$ cat src/rtl/calc_exec_unit.sv
// Execute core for the keypad calculator: register file, operand read sequencer, ALU and writeback.
// Optional SATURATE_EN macro clamps overflowing ADD/SUB/MUL results to the signed limit.
module calc_exec_unit #(
    parameter int  DATA_W   = 9,
    parameter int  NUM_REGS = 8,
    localparam int REG_AW   = $clog2(NUM_REGS)
) (
    input  logic              hwclk,
    input  logic              reset,
    input  logic              wr_en,
    input  logic [REG_AW-1:0] wr_reg,
    input  logic [DATA_W-1:0] wr_data,
    input  logic              start,
    input  logic [2:0]        opcode,
    input  logic [REG_AW-1:0] src_a,
    input  logic [REG_AW-1:0] src_b,
    input  logic [REG_AW-1:0] dst,
    input  logic [REG_AW-1:0] rd_reg,
    output logic [DATA_W-1:0] rd_data,
    output logic              busy,
    output logic              done,
    output logic [DATA_W-1:0] result,
    output logic              overflow,
    output logic              wr_err
);

    localparam int SH_W     = $clog2(DATA_W);
    localparam int PAD_REGS = 2 ** REG_AW;
    localparam logic [DATA_W-1:0] SAT_MAX = {1'b0, {(DATA_W-1){1'b1}}};
    localparam logic [DATA_W-1:0] SAT_MIN = {1'b1, {(DATA_W-1){1'b0}}};
`ifdef SATURATE_EN
    localparam bit SAT = 1'b1;
`else
    localparam bit SAT = 1'b0;
`endif

    typedef enum logic [2:0] {IDLE, RD_A, RD_B, EXEC, WB} state_t;

    state_t              state_reg;
    logic [2:0]          opcode_reg;
    logic [REG_AW-1:0]   src_a_reg, src_b_reg, dst_reg;
    logic [DATA_W-1:0]   op_a_reg, op_b_reg, res_reg, result_reg;
    logic                ovf_reg, overflow_reg, busy_reg, done_reg;
    logic [DATA_W-1:0]   res_next;
    logic                ovf_next;

    // Index space padded to a power of two; slots beyond NUM_REGS read as zero and never store.
    logic [PAD_REGS-1:0][DATA_W-1:0] regs_pad;

    genvar gi;
    generate
        for (gi = 0; gi < PAD_REGS; gi++) begin : g_regs
            if (gi < NUM_REGS) begin : g_live
                logic [DATA_W-1:0] q_reg;
                always_ff @(posedge hwclk) begin
                    if (reset)
                        q_reg <= '0;
                    else if (state_reg == WB && dst_reg == REG_AW'(gi))
                        q_reg <= res_reg;
                    else if (wr_en && state_reg == IDLE && wr_reg == REG_AW'(gi))
                        q_reg <= wr_data;
                end
                assign regs_pad[gi] = q_reg;
            end else begin : g_pad
                assign regs_pad[gi] = '0;
            end
        end
    endgenerate

    logic [DATA_W:0]          sum_ext, dif_ext;
    logic signed [2*DATA_W-1:0] prod;
    logic [SH_W-1:0]          shamt;

    assign sum_ext = {op_a_reg[DATA_W-1], op_a_reg} + {op_b_reg[DATA_W-1], op_b_reg};
    assign dif_ext = {op_a_reg[DATA_W-1], op_a_reg} - {op_b_reg[DATA_W-1], op_b_reg};
    assign prod    = (2*DATA_W)'($signed(op_a_reg)) * (2*DATA_W)'($signed(op_b_reg));
    assign shamt   = op_b_reg[SH_W-1:0];

    // The extra top bit of sum/dif and the top bit of prod carry the true sign for saturation.
    always_comb begin
        res_next = op_a_reg;
        ovf_next = 1'b0;
        case (opcode_reg)
            3'b000: begin
                res_next = sum_ext[DATA_W-1:0];
                ovf_next = sum_ext[DATA_W] ^ sum_ext[DATA_W-1];
                if (SAT && ovf_next) res_next = sum_ext[DATA_W] ? SAT_MIN : SAT_MAX;
            end
            3'b001: begin
                res_next = dif_ext[DATA_W-1:0];
                ovf_next = dif_ext[DATA_W] ^ dif_ext[DATA_W-1];
                if (SAT && ovf_next) res_next = dif_ext[DATA_W] ? SAT_MIN : SAT_MAX;
            end
            3'b010: begin
                res_next = prod[DATA_W-1:0];
                ovf_next = prod[2*DATA_W-1:DATA_W-1] != {(DATA_W+1){prod[DATA_W-1]}};
                if (SAT && ovf_next) res_next = prod[2*DATA_W-1] ? SAT_MIN : SAT_MAX;
            end
            3'b011: res_next = op_a_reg & op_b_reg;
            3'b100: res_next = op_a_reg | op_b_reg;
            3'b101: res_next = op_a_reg ^ op_b_reg;
            3'b110: res_next = (32'(shamt) >= DATA_W) ? '0 : (op_a_reg << shamt);
            default: res_next = op_a_reg;
        endcase
    end

    always_ff @(posedge hwclk) begin
        if (reset) begin
            state_reg    <= IDLE;
            opcode_reg   <= '0;
            src_a_reg    <= '0;
            src_b_reg    <= '0;
            dst_reg      <= '0;
            op_a_reg     <= '0;
            op_b_reg     <= '0;
            res_reg      <= '0;
            ovf_reg      <= 1'b0;
            result_reg   <= '0;
            overflow_reg <= 1'b0;
            busy_reg     <= 1'b0;
            done_reg     <= 1'b0;
        end else begin
            done_reg <= 1'b0;
            case (state_reg)
                IDLE: if (start) begin
                    opcode_reg <= opcode;
                    src_a_reg  <= src_a;
                    src_b_reg  <= src_b;
                    dst_reg    <= dst;
                    busy_reg   <= 1'b1;
                    state_reg  <= RD_A;
                end
                RD_A: begin
                    op_a_reg  <= regs_pad[src_a_reg];
                    state_reg <= RD_B;
                end
                RD_B: begin
                    op_b_reg  <= regs_pad[src_b_reg];
                    state_reg <= EXEC;
                end
                EXEC: begin
                    res_reg   <= res_next;
                    ovf_reg   <= ovf_next;
                    done_reg  <= 1'b1;
                    state_reg <= WB;
                end
                WB: begin
                    result_reg   <= res_reg;
                    overflow_reg <= ovf_reg;
                    busy_reg     <= 1'b0;
                    state_reg    <= IDLE;
                end
                default: state_reg <= IDLE;
            endcase
        end
    end

    assign rd_data  = regs_pad[rd_reg];
    assign busy     = busy_reg;
    assign done     = done_reg;
    assign result   = result_reg;
    assign overflow = overflow_reg;
    assign wr_err   = wr_en & busy_reg;

endmodule

$ cat config.mk
export PLATFORM = sky130hd
export DESIGN_NAME = calc_exec_unit
export DESIGN_NICKNAME = d
export VERILOG_FILES = /design/src/rtl/calc_exec_unit.sv
export SDC_FILE = /design/constraint.sdc
export NUM_CORES = 1
export LEC_CHECK = 0
export CAP_MARGIN = 20
export CORE_MARGIN = 2
export CORE_UTILIZATION = 55
export DETAILED_ROUTE_END_ITERATION = 8
export HOLD_SLACK_MARGIN = 0.1
export PLACE_DENSITY_LB_ADDON = 0.15
export SYNTH_ARGS = -nofsm -noshare
export SYNTH_HDL_FRONTEND = slang
export SYNTH_SLANG_ARGS = --single-unit
$ cat constraint.sdc
create_clock -name hwclk -period 15.9 [get_ports hwclk]
set_input_delay 3.18 -clock hwclk [delete_from_list [all_inputs] [get_ports hwclk]]
set_output_delay 3.18 -clock hwclk [all_outputs]
set_load 0.02 [all_outputs]
==> flow_summary.json, run 1 <==
{
  "antenna_found_initial": 0,
  "slowest_delay_ns": 1.11,
  "grt_use_total_pct": 30.5,
  "synth_edf_count": 0,
  "final_cell_count_no_fill": 1551,
  "area_delta_synth_final_pct": 10.1,
  "cap_violations": 0,
  "critPathBufInv": 2,
  "die_h_um": 149,
  "worst_pin_slew_ns": 1.10,
  "cts.sinks": 127,
  "timing.final.crit_share_pct": 55.0,
  "synth_seq_area_share_pct": 22.1,
  "syn_area_per_cell_um2": 8.93,
  "pwr_density_cell_mw_per_mm2": 86.2,
  "multi_input_area_mm2": 0.00813,
  "ant_nets": 0,
  "cts.clk_slew.worst_paths_ns": 0.06,
  "grt_pass1_vias": 9591,
  "yosysUniqueCellTypes": 69,
  "fin_nets": 1438,
  "grt_max_degree": 84,
  "syn_inst": 1291,
  "layout_min_cycle_time_ns": 8.74,
  "hp-start": "result[6]",
  "pin_count": 53,
  "crit_chain": "clkdlybuf4s50_1 > mux4_2 > mux2_2 > clkdlybuf4s50_1",
  "initial_core_util_pct": 56.4,
  "rrSetupSlack_ns": 9.46,
  "cts_buffers": 17,
  "clockRootBuffer": "clkbuf_16",
  "setup_violations": 0,
  "cp.arrival_ns": 5.56,
  "critPathLaunchType": "primary input",
  "cts_resized": 0,
  "dp_cells": 1517,
  "worstPathRequired_ns": 12.72,
  "crit_slowest_cell": "clkdlybuf4s50_1",
  "ys_ff_latch": 127,
  "drc": 0,
  "wl_um": 33100,
  "cts_max_level": 4,
  "post-dp-hpwl_um": 23500,
  "first_pass_iters": 8,
  "layout_common_cells": "145 x nor2_1, 139 x nand2_1, 127 x dfxtp_1",
  "first_iter_violations": 840,
  "reg2reg_depth": 18,
  "leakagePower_nw": 5.09,
  "avgViaCountPerCell": 6.21,
  "vias": 9639,
  "irDropWorstVdd_mv": 0.0780,
  "holdPathEnd": "result[6]",
  "fmax_mhz": 114,
  "fill_cells": 1789,
  "slew_headroom_pct": 26.3,
  "yosys_warnings": 0,
  "rsz0062_at_grt": "no",
  "register_area_mm2": 0.00254,
  "clkLatencyLatePin_ns": 0.43,
  "dieWidth_um": 149,
  "antennaDiodeCount": 0,
  "worstSetupEndpointType": "output pin",
  "setup_tns_ns": 0,
  "wl_per_cell_um": 21.4,
  "cpMostUsedCell": "clkdlybuf4s50_1",
  "ctsHoldBuffers": 0,
  "gp_congestion": 0.933,
  "skew_ns": 0.0132,
  "post_cts_buffers": 0,
  "crit_fanout": 18,
  "num_rows": 52,
  "die_area_mm2": 0.0221,
  "hold_viol_final": 0,
  "timing.rr.start": "op_b_reg[1]",
  "hold_class": "flip-flop to flip-flop",
  "final_common_cell": "nor2_1",
  "drive_above_1_share_pct": 10.2,
  "synthesis.nets": 1461,
  "grt-ovfl-total": 0,
  "clock_path_buffers": 2,
  "portBuffers": 52,
  "crit_type": "primary input to output pin",
  "grt_pass1_wl_um": 52000,
  "largest_register_ffs": 72,
  "cp-startpoint": "rd_reg[1]",
  "async_flop_share_pct": 0,
  "status": "complete, no violations",
  "hold_depth": 2,
  "crit_family": "buffers and inverters",
  "tritoncts": "done",
  "r2r-end": "ovf_reg",
  "ys.flop_type": "dfxtp_1",
  "syn_area_mm2": 0.0115,
  "core_mm2": 0.0204,
  "report.final.slew_viol_count": 0
}
[worst max-delay path by stage]
stage | endpoint | cells after the start
2_1_floorplan | rd_data[0] | 4
3_3_place_gp | rd_data[4] | 4
3_5_place_dp | rd_data[2] | 4
4_1_cts | rd_data[2] | 4
5_1_grt | rd_data[2] | 4
6_report | rd_data[4] | 4
[through the flow]
| stage | instance area [um^2] | hold WS (ns) | worst slack, ns | power (mW) | utilization [%] |
|---|---|---|---|---|---|
| floorplan | 11500 | 0.427 | 7.87 | 0.586 | - |
| global placement | 12000 | 0.443 | 7.25 | 0.665 | 58.9 |
| detailed placement | 12000 | 0.446 | 7.22 | 0.670 | 58.9 |
| CTS | 12700 | 0.457 | 7.21 | 1.09 | 62.0 |
| global route | 12700 | 0.489 | 7.15 | 1.14 | 62.1 |
| finish | 12700 | 0.454 | 7.16 | 1.09 | 62.1 |
[metal layers]
metal,part of all wire [%],vias up,track usage [%]
met5,0,-,0
met1,40,4677,37.0
met4,5.2,0,16.9
met2,50,349,53.0
met3,5.1,110,3.85
li1,-,4503,-
[layout make-up]
type                    count  area share, %
clock inverters            12           1.45
well taps                 270           2.66
flip-flops and latches    127           20.0
clock buffers              20           3.60
repair buffers             64           4.85
inverters                 114           3.37
multi-input cells         944           64.0
[power breakdown]
part	leakage (nW)	internal (mW)	switching (mW)	total (mW)
clock network	0.307	0.272	0.155	0.426
logic	3.75	0.125	0.166	0.291
registers	1.03	0.334	0.0422	0.377
total	5.09	0.732	0.363	1.09
[worst register-to-register path: cells and delay by family (launching register included)]
family | cells | cell delay [ns]
and+or+nand+nor | 5 | 1.11
adders and majority gates | 6 | 3.01
DFF | 1 | 0.84
buffers and inverters | 3 | 0.29
muxes | 1 | 0.23
AOI/OAI and AO/OA | 3 | 0.86
[synth_stat cells (all sizes together), types with 4 or more instances]
cell type | n | area (um^2)
nor2 | 145 | 544
nand2 | 141 | 534
dfxtp | 127 | 2540
inv | 113 | 424
a211oi | 90 | 676
mux2i | 89 | 891
clkbuf | 73 | 304
fa | 72 | 1440
ha | 67 | 838
mux4 | 55 | 1240
a21oi | 49 | 245
buf | 33 | 158
o21ai | 32 | 160
nand3 | 25 | 125
xnor2 | 22 | 193
nor3 | 17 | 85.1
mux2 | 12 | 135
a311oi | 10 | 87.6
a31oi | 8 | 50.1
a221oi | 6 | 52.6
nor3b | 6 | 45.0
nor4 | 6 | 37.5
o21a | 6 | 45.0
o21bai | 6 | 45.0
nor2b | 5 | 31.3
o211ai | 5 | 37.5
o22ai | 5 | 31.3
a21boi | 4 | 30.0
nand2b | 4 | 25.0
o311ai | 4 | 35.0
o31ai | 4 | 40.0
[cells by family after synthesis]
logic type	count (synthesis)	synth area share, %
AO/OA/AOI/OAI	251	15.0
XOR/XNOR	25	1.90
buffers and inverters	220	7.72
flip-flops	127	22.1
adder cells (fa/ha/maj)	139	19.8
AND/OR/NAND/NOR	373	14.0
multiplexers	156	19.6
Note: power is estimated with default switching activity, not from simulation.
==> run 2, diff against run 1 <==
Clock period 15.9 ns to 7.7 ns, I/O delays scaled along.
==> flow_summary.json, run 2 (synthesis gave the netlist of run 1 again) <==
{
  "status": "complete, no violations",
  "worstSetupEndpointType": "flip-flop",
  "crit_fanout": 18,
  "ant_nets": 0,
  "cts.clk_slew.worst_paths_ns": 0.06,
  "first_iter_violations": 743,
  "grt_max_degree": 70,
  "dp_slack_ns": 1.63,
  "crit_chain": "nand2_1 > fa_1 > inv_1 > fa_1 > inv_1 > fa_1 > inv_1 > fa_1 > ha_1 > ha_1 > or3b_1 > nor2_1 > a2111oi_0 > nand3_1 > or4_1 > mux2i_1 > a31oi_1 > a211o_1",
  "crit_family": "adder cells",
  "drive_above_1_share_pct": 10.2,
  "pin_count": 53,
  "final_cell_count_no_fill": 1550,
  "pwr_density_cell_mw_per_mm2": 172,
  "worst_pin_slew_ns": 1.13,
  "crit_slowest_cell": "fa_1",
  "hold_ws_ns": 0.453,
  "critPathBufInv": 3,
  "layout_min_cycle_time_ns": 6.10,
  "critPathLaunchType": "flip-flop",
  "cts_buffers": 17,
  "gr-usage-met1_pct": 37.0,
  "crit_type": "flip-flop to flip-flop",
  "setup_tns_ns": 0,
  "cp.arrival_ns": 6.41,
  "antennaDiodeCount": 0,
  "tritoncts": "done",
  "antenna_found_initial": 0,
  "wl_um": 32700,
  "cts_resized": 0,
  "setup_violations": 0,
  "hp-start": "result[6]",
  "totalPowerFinal_mw": 2.18,
  "r2r-end": "ovf_reg",
  "largest_register_ffs": 72,
  "ctsHoldBuffers": 0,
  "irDropWorstVdd_mv": 0.136,
  "num_rows": 52,
  "die_h_um": 149,
  "cts.sinks": 127,
  "rsz0062_at_grt": "no",
  "dp_cells": 1518,
  "holdPathEnd": "result[6]",
  "dieWidth_um": 149,
  "skew_ns": 0.00856,
  "timing.rr.start": "op_b_reg[0]",
  "busiest_layer": "met2",
  "gp_congestion": 0.962,
  "worstPathRequired_ns": 8.02,
  "hold_viol_final": 0,
  "rrSetupSlack_ns": 1.60,
  "post_cts_buffers": 0,
  "reg2reg_depth": 18,
  "leakagePower_nw": 5.06,
  "dpl_cell_area_mm2": 0.0120,
  "vias": 9529,
  "clkLatencyLatePin_ns": 0.43,
  "slowest_delay_ns": 0.75,
  "die_area_mm2": 0.0221,
  "grt-ovfl-total": 0,
  "report.final.slew_viol_count": 0,
  "cap_violations": 0,
  "final_common_cell": "nor2_1",
  "fin_nets": 1437,
  "post-dp-hpwl_um": 23500,
  "use_met2_pct": 54.1,
  "slew_headroom_pct": 24.5,
  "design_area_mm2": 0.0126,
  "grt_pass1_wl_um": 51300,
  "avgViaCountPerCell": 6.15,
  "fin_util_pct": 61.8,
  "clock_path_buffers": 2,
  "drc": 0,
  "portBuffers": 52,
  "clockRootBuffer": "clkbuf_16",
  "cpMostUsedCell": "fa_1",
  "met3_usage_pct": 3.88,
  "layout_common_cells": "145 x nor2_1, 139 x nand2_1, 127 x dfxtp_1",
  "initial_core_util_pct": 56.4,
  "fmax_mhz": 164,
  "hold_depth": 2,
  "cts_max_level": 4,
  "first_pass_iters": 6,
  "finalWorstSetupSlack_ns": 1.60,
  "grt_pass1_vias": 9232,
  "core_mm2": 0.0204,
  "wl_per_cell_um": 21.1,
  "hold_class": "flip-flop to flip-flop",
  "grt_use_total_pct": 30.3,
  "timing.final.crit_share_pct": 79.2,
  "area_delta_synth_final_pct": 9.54
}
-- run 2: worst max path at each step --
stage	endpoint	slack [ns]	from	cells past startpoint
final	ovf_reg	1.60	op_b_reg[0]	18
after global routing	ovf_reg	1.30	op_b_reg[1]	18
after CTS	ovf_reg	1.64	op_a_reg[8]	18
after detailed placement	ovf_reg	1.63	op_a_reg[8]	18
after global placement	ovf_reg	1.81	op_b_reg[1]	18
after floorplan	ovf_reg	1.98	op_b_reg[0]	20
-- run 2: power by group --
part / total (mW) / internal, mW / switching [mW]
Combinational: 0.589 / 0.256 / 0.333
Sequential: 0.777 / 0.690 / 0.0870
Clock: 0.811 / 0.493 / 0.317
-- run 2: area by class of cell --
class | count | area [um^2]
multi-input cells | 944 | 8130
inverters | 114 | 428
clock inverters | 13 | 138
fillers | 1790 | 7800
well taps | 270 | 338
repair buffers | 63 | 601
flip-flops and latches | 127 | 2540
clock buffers | 19 | 453
-- run 2: layer usage --
metal  vias to the layer above  wire length [um]
li1                       4502                 -
met1                      4627             13300
met2                       314             16600
met3                        86              1500
met4                         0              1280
met5                         -                 0
-- run 2: worst min-delay path, delay by kind of cell (launching register included) --
family / cells / cell delay [ns]
AO/OA/AOI/OAI: 1 / 0.05
AND/OR/NAND/NOR: 1 / 0.05
flip-flops: 1 / 0.31
==> run 3, diff against run 2 <==
Clock period 7.7 ns to 5.73 ns, I/O delays scaled along.
==> flow_summary.json, run 3 (synthesis gave the netlist of run 1 again) <==
{
  "vias": 9853,
  "skew_ns": 0.00857,
  "cts.sinks": 127,
  "avgViaCountPerCell": 6.25,
  "post-dp-hpwl_um": 24800,
  "hold_class": "flip-flop to flip-flop",
  "critPathBufInv": 2,
  "ant_nets": 0,
  "tritoncts": "done",
  "clock_path_buffers": 2,
  "dp_cells": 1544,
  "grt_use_total_pct": 31.5,
  "pwr_density_cell_mw_per_mm2": 234,
  "drc": 0,
  "grt_pass1_wl_um": 53200,
  "area_delta_synth_final_pct": 11.8,
  "crit_type": "flip-flop to flip-flop",
  "critPathLaunchType": "flip-flop",
  "grt_max_degree": 73,
  "final_common_cell": "nor2_1",
  "worstSetupEndpointType": "flip-flop",
  "finalWorstSetupSlack_ns": 0.234,
  "antennaDiodeCount": 0,
  "report.final.slew_viol_count": 0,
  "worst_pin_slew_ns": 1.15,
  "fin_util_pct": 63.1,
  "clkLatencyLatePin_ns": 0.42,
  "leakagePower_nw": 5.22,
  "crit_slowest_cell": "fa_1",
  "cts.clk_slew.worst_paths_ns": 0.06,
  "grt-ovfl-total": 0,
  "hold_viol_final": 0,
  "timing.final.crit_share_pct": 95.9,
  "wl_um": 34000,
  "cap_violations": 0,
  "num_rows": 52,
  "fill_cells": 1826,
  "antenna_found_initial": 0,
  "crit_family": "adder cells",
  "cts_max_level": 4,
  "cpMostUsedCell": "fa_1",
  "initial_core_util_pct": 56.4,
  "slew_headroom_pct": 23.5,
  "pin_count": 53,
  "setup_violations": 0,
  "hold_ws_ns": 0.456,
  "layout_min_cycle_time_ns": 5.50,
  "multi_input_area_mm2": 0.00814,
  "wl_per_cell_um": 21.6,
  "final_cell_count_no_fill": 1577,
  "slowest_delay_ns": 0.59,
  "largest_register_ffs": 72,
  "crit_chain": "buf_4 > nand2_1 > fa_1 > fa_1 > fa_1 > inv_1 > fa_1 > fa_1 > ha_1 > and4_1 > a211o_1 > o211ai_1 > nand3_1 > or4_1 > mux2i_1 > a31oi_1 > a211o_1",
  "worstPathRequired_ns": 6.04,
  "clockRootBuffer": "clkbuf_16",
  "drive_above_1_share_pct": 12.6,
  "dp_slack_ns": 0.197,
  "cp.arrival_ns": 5.81,
  "rsz0062_at_grt": "no",
  "die_area_mm2": 0.0221,
  "dieWidth_um": 149,
  "layout_common_cells": "144 x nor2_1, 139 x nand2_1, 121 x dfxtp_1",
  "register_area_mm2": 0.00255,
  "portBuffers": 52,
  "cts_buffers": 17,
  "irDropWorstVdd_mv": 0.194,
  "core_mm2": 0.0204,
  "fin_nets": 1465,
  "first_iter_violations": 703,
  "fmax_mhz": 182,
  "status": "complete, no violations",
  "gp_congestion": 0.973,
  "crit_fanout": 17,
  "grt_pass1_vias": 9765,
  "die_h_um": 149,
  "ctsHoldBuffers": 0,
  "first_pass_iters": 5,
  "setup_tns_ns": 0
}
## run 3: changes by cell type in the layout (fill, tap and decap cells not counted), sizes merged
cell      previous run  this run
buf                 12        40
clkinvlp             3         1
bufinv               2         3
## run 3: cell type report
cell class                 instances  area share [%]
sequential                       127            19.8
inverter                         114            3.32
tap                              270            2.62
clock inverter                    12            1.24
timing repair buffer              91            6.38
clock buffer                      19            3.51
multi-input combinational        944            63.1
## run 3: what timing repair did
action	CTS	global route
setup buffers	0	0
resized for setup	0	10
setup endpoints to repair	0	1
## run 3: routing by layer
layer	track usage, %	vias to the layer above	share of wire (%)
met2	56.2	361	50
met5	0	-	0
met3	4.34	119	5.0
met4	17.7	0	5.8
met1	36.4	4818	39
li1	-	4555	-
## run 3: metrics by stage
| step | instance area (um^2) | power, mW |
|---|---|---|
| 2_1_floorplan | 11500 | 1.63 |
| 3_3_place_gp | 12200 | 1.87 |
| 3_5_place_dp | 12200 | 1.89 |
| 4_1_cts | 12800 | 3.01 |
| 5_1_grt | 12900 | 3.15 |
| 6_report | 12900 | 3.02 |
## run 3: path summary, 6_finish.rpt
check	cells after the start	slack, ns	startpoint	to
setup / recovery	17	0.23	op_b_reg[0]	ovf_reg
hold / removal	2	0.46	result[2]	result[2]
setup reg to reg	17	0.23	op_b_reg[0]	ovf_reg
hold reg to reg	2	0.46	result[2]	result[2]
## run 3: power by group
part	internal (mW)	switching, mW	leakage (nW)	total, mW
clock	0.709	0.425	0.300	1.13
combinational	0.374	0.499	3.89	0.873
sequential	0.929	0.0840	1.03	1.01
## run 3: worst min-delay path, stage by stage (launching register included)
cell     delay (ns)
dfxtp_1        0.31
nand2_1        0.05
a21oi_1        0.05
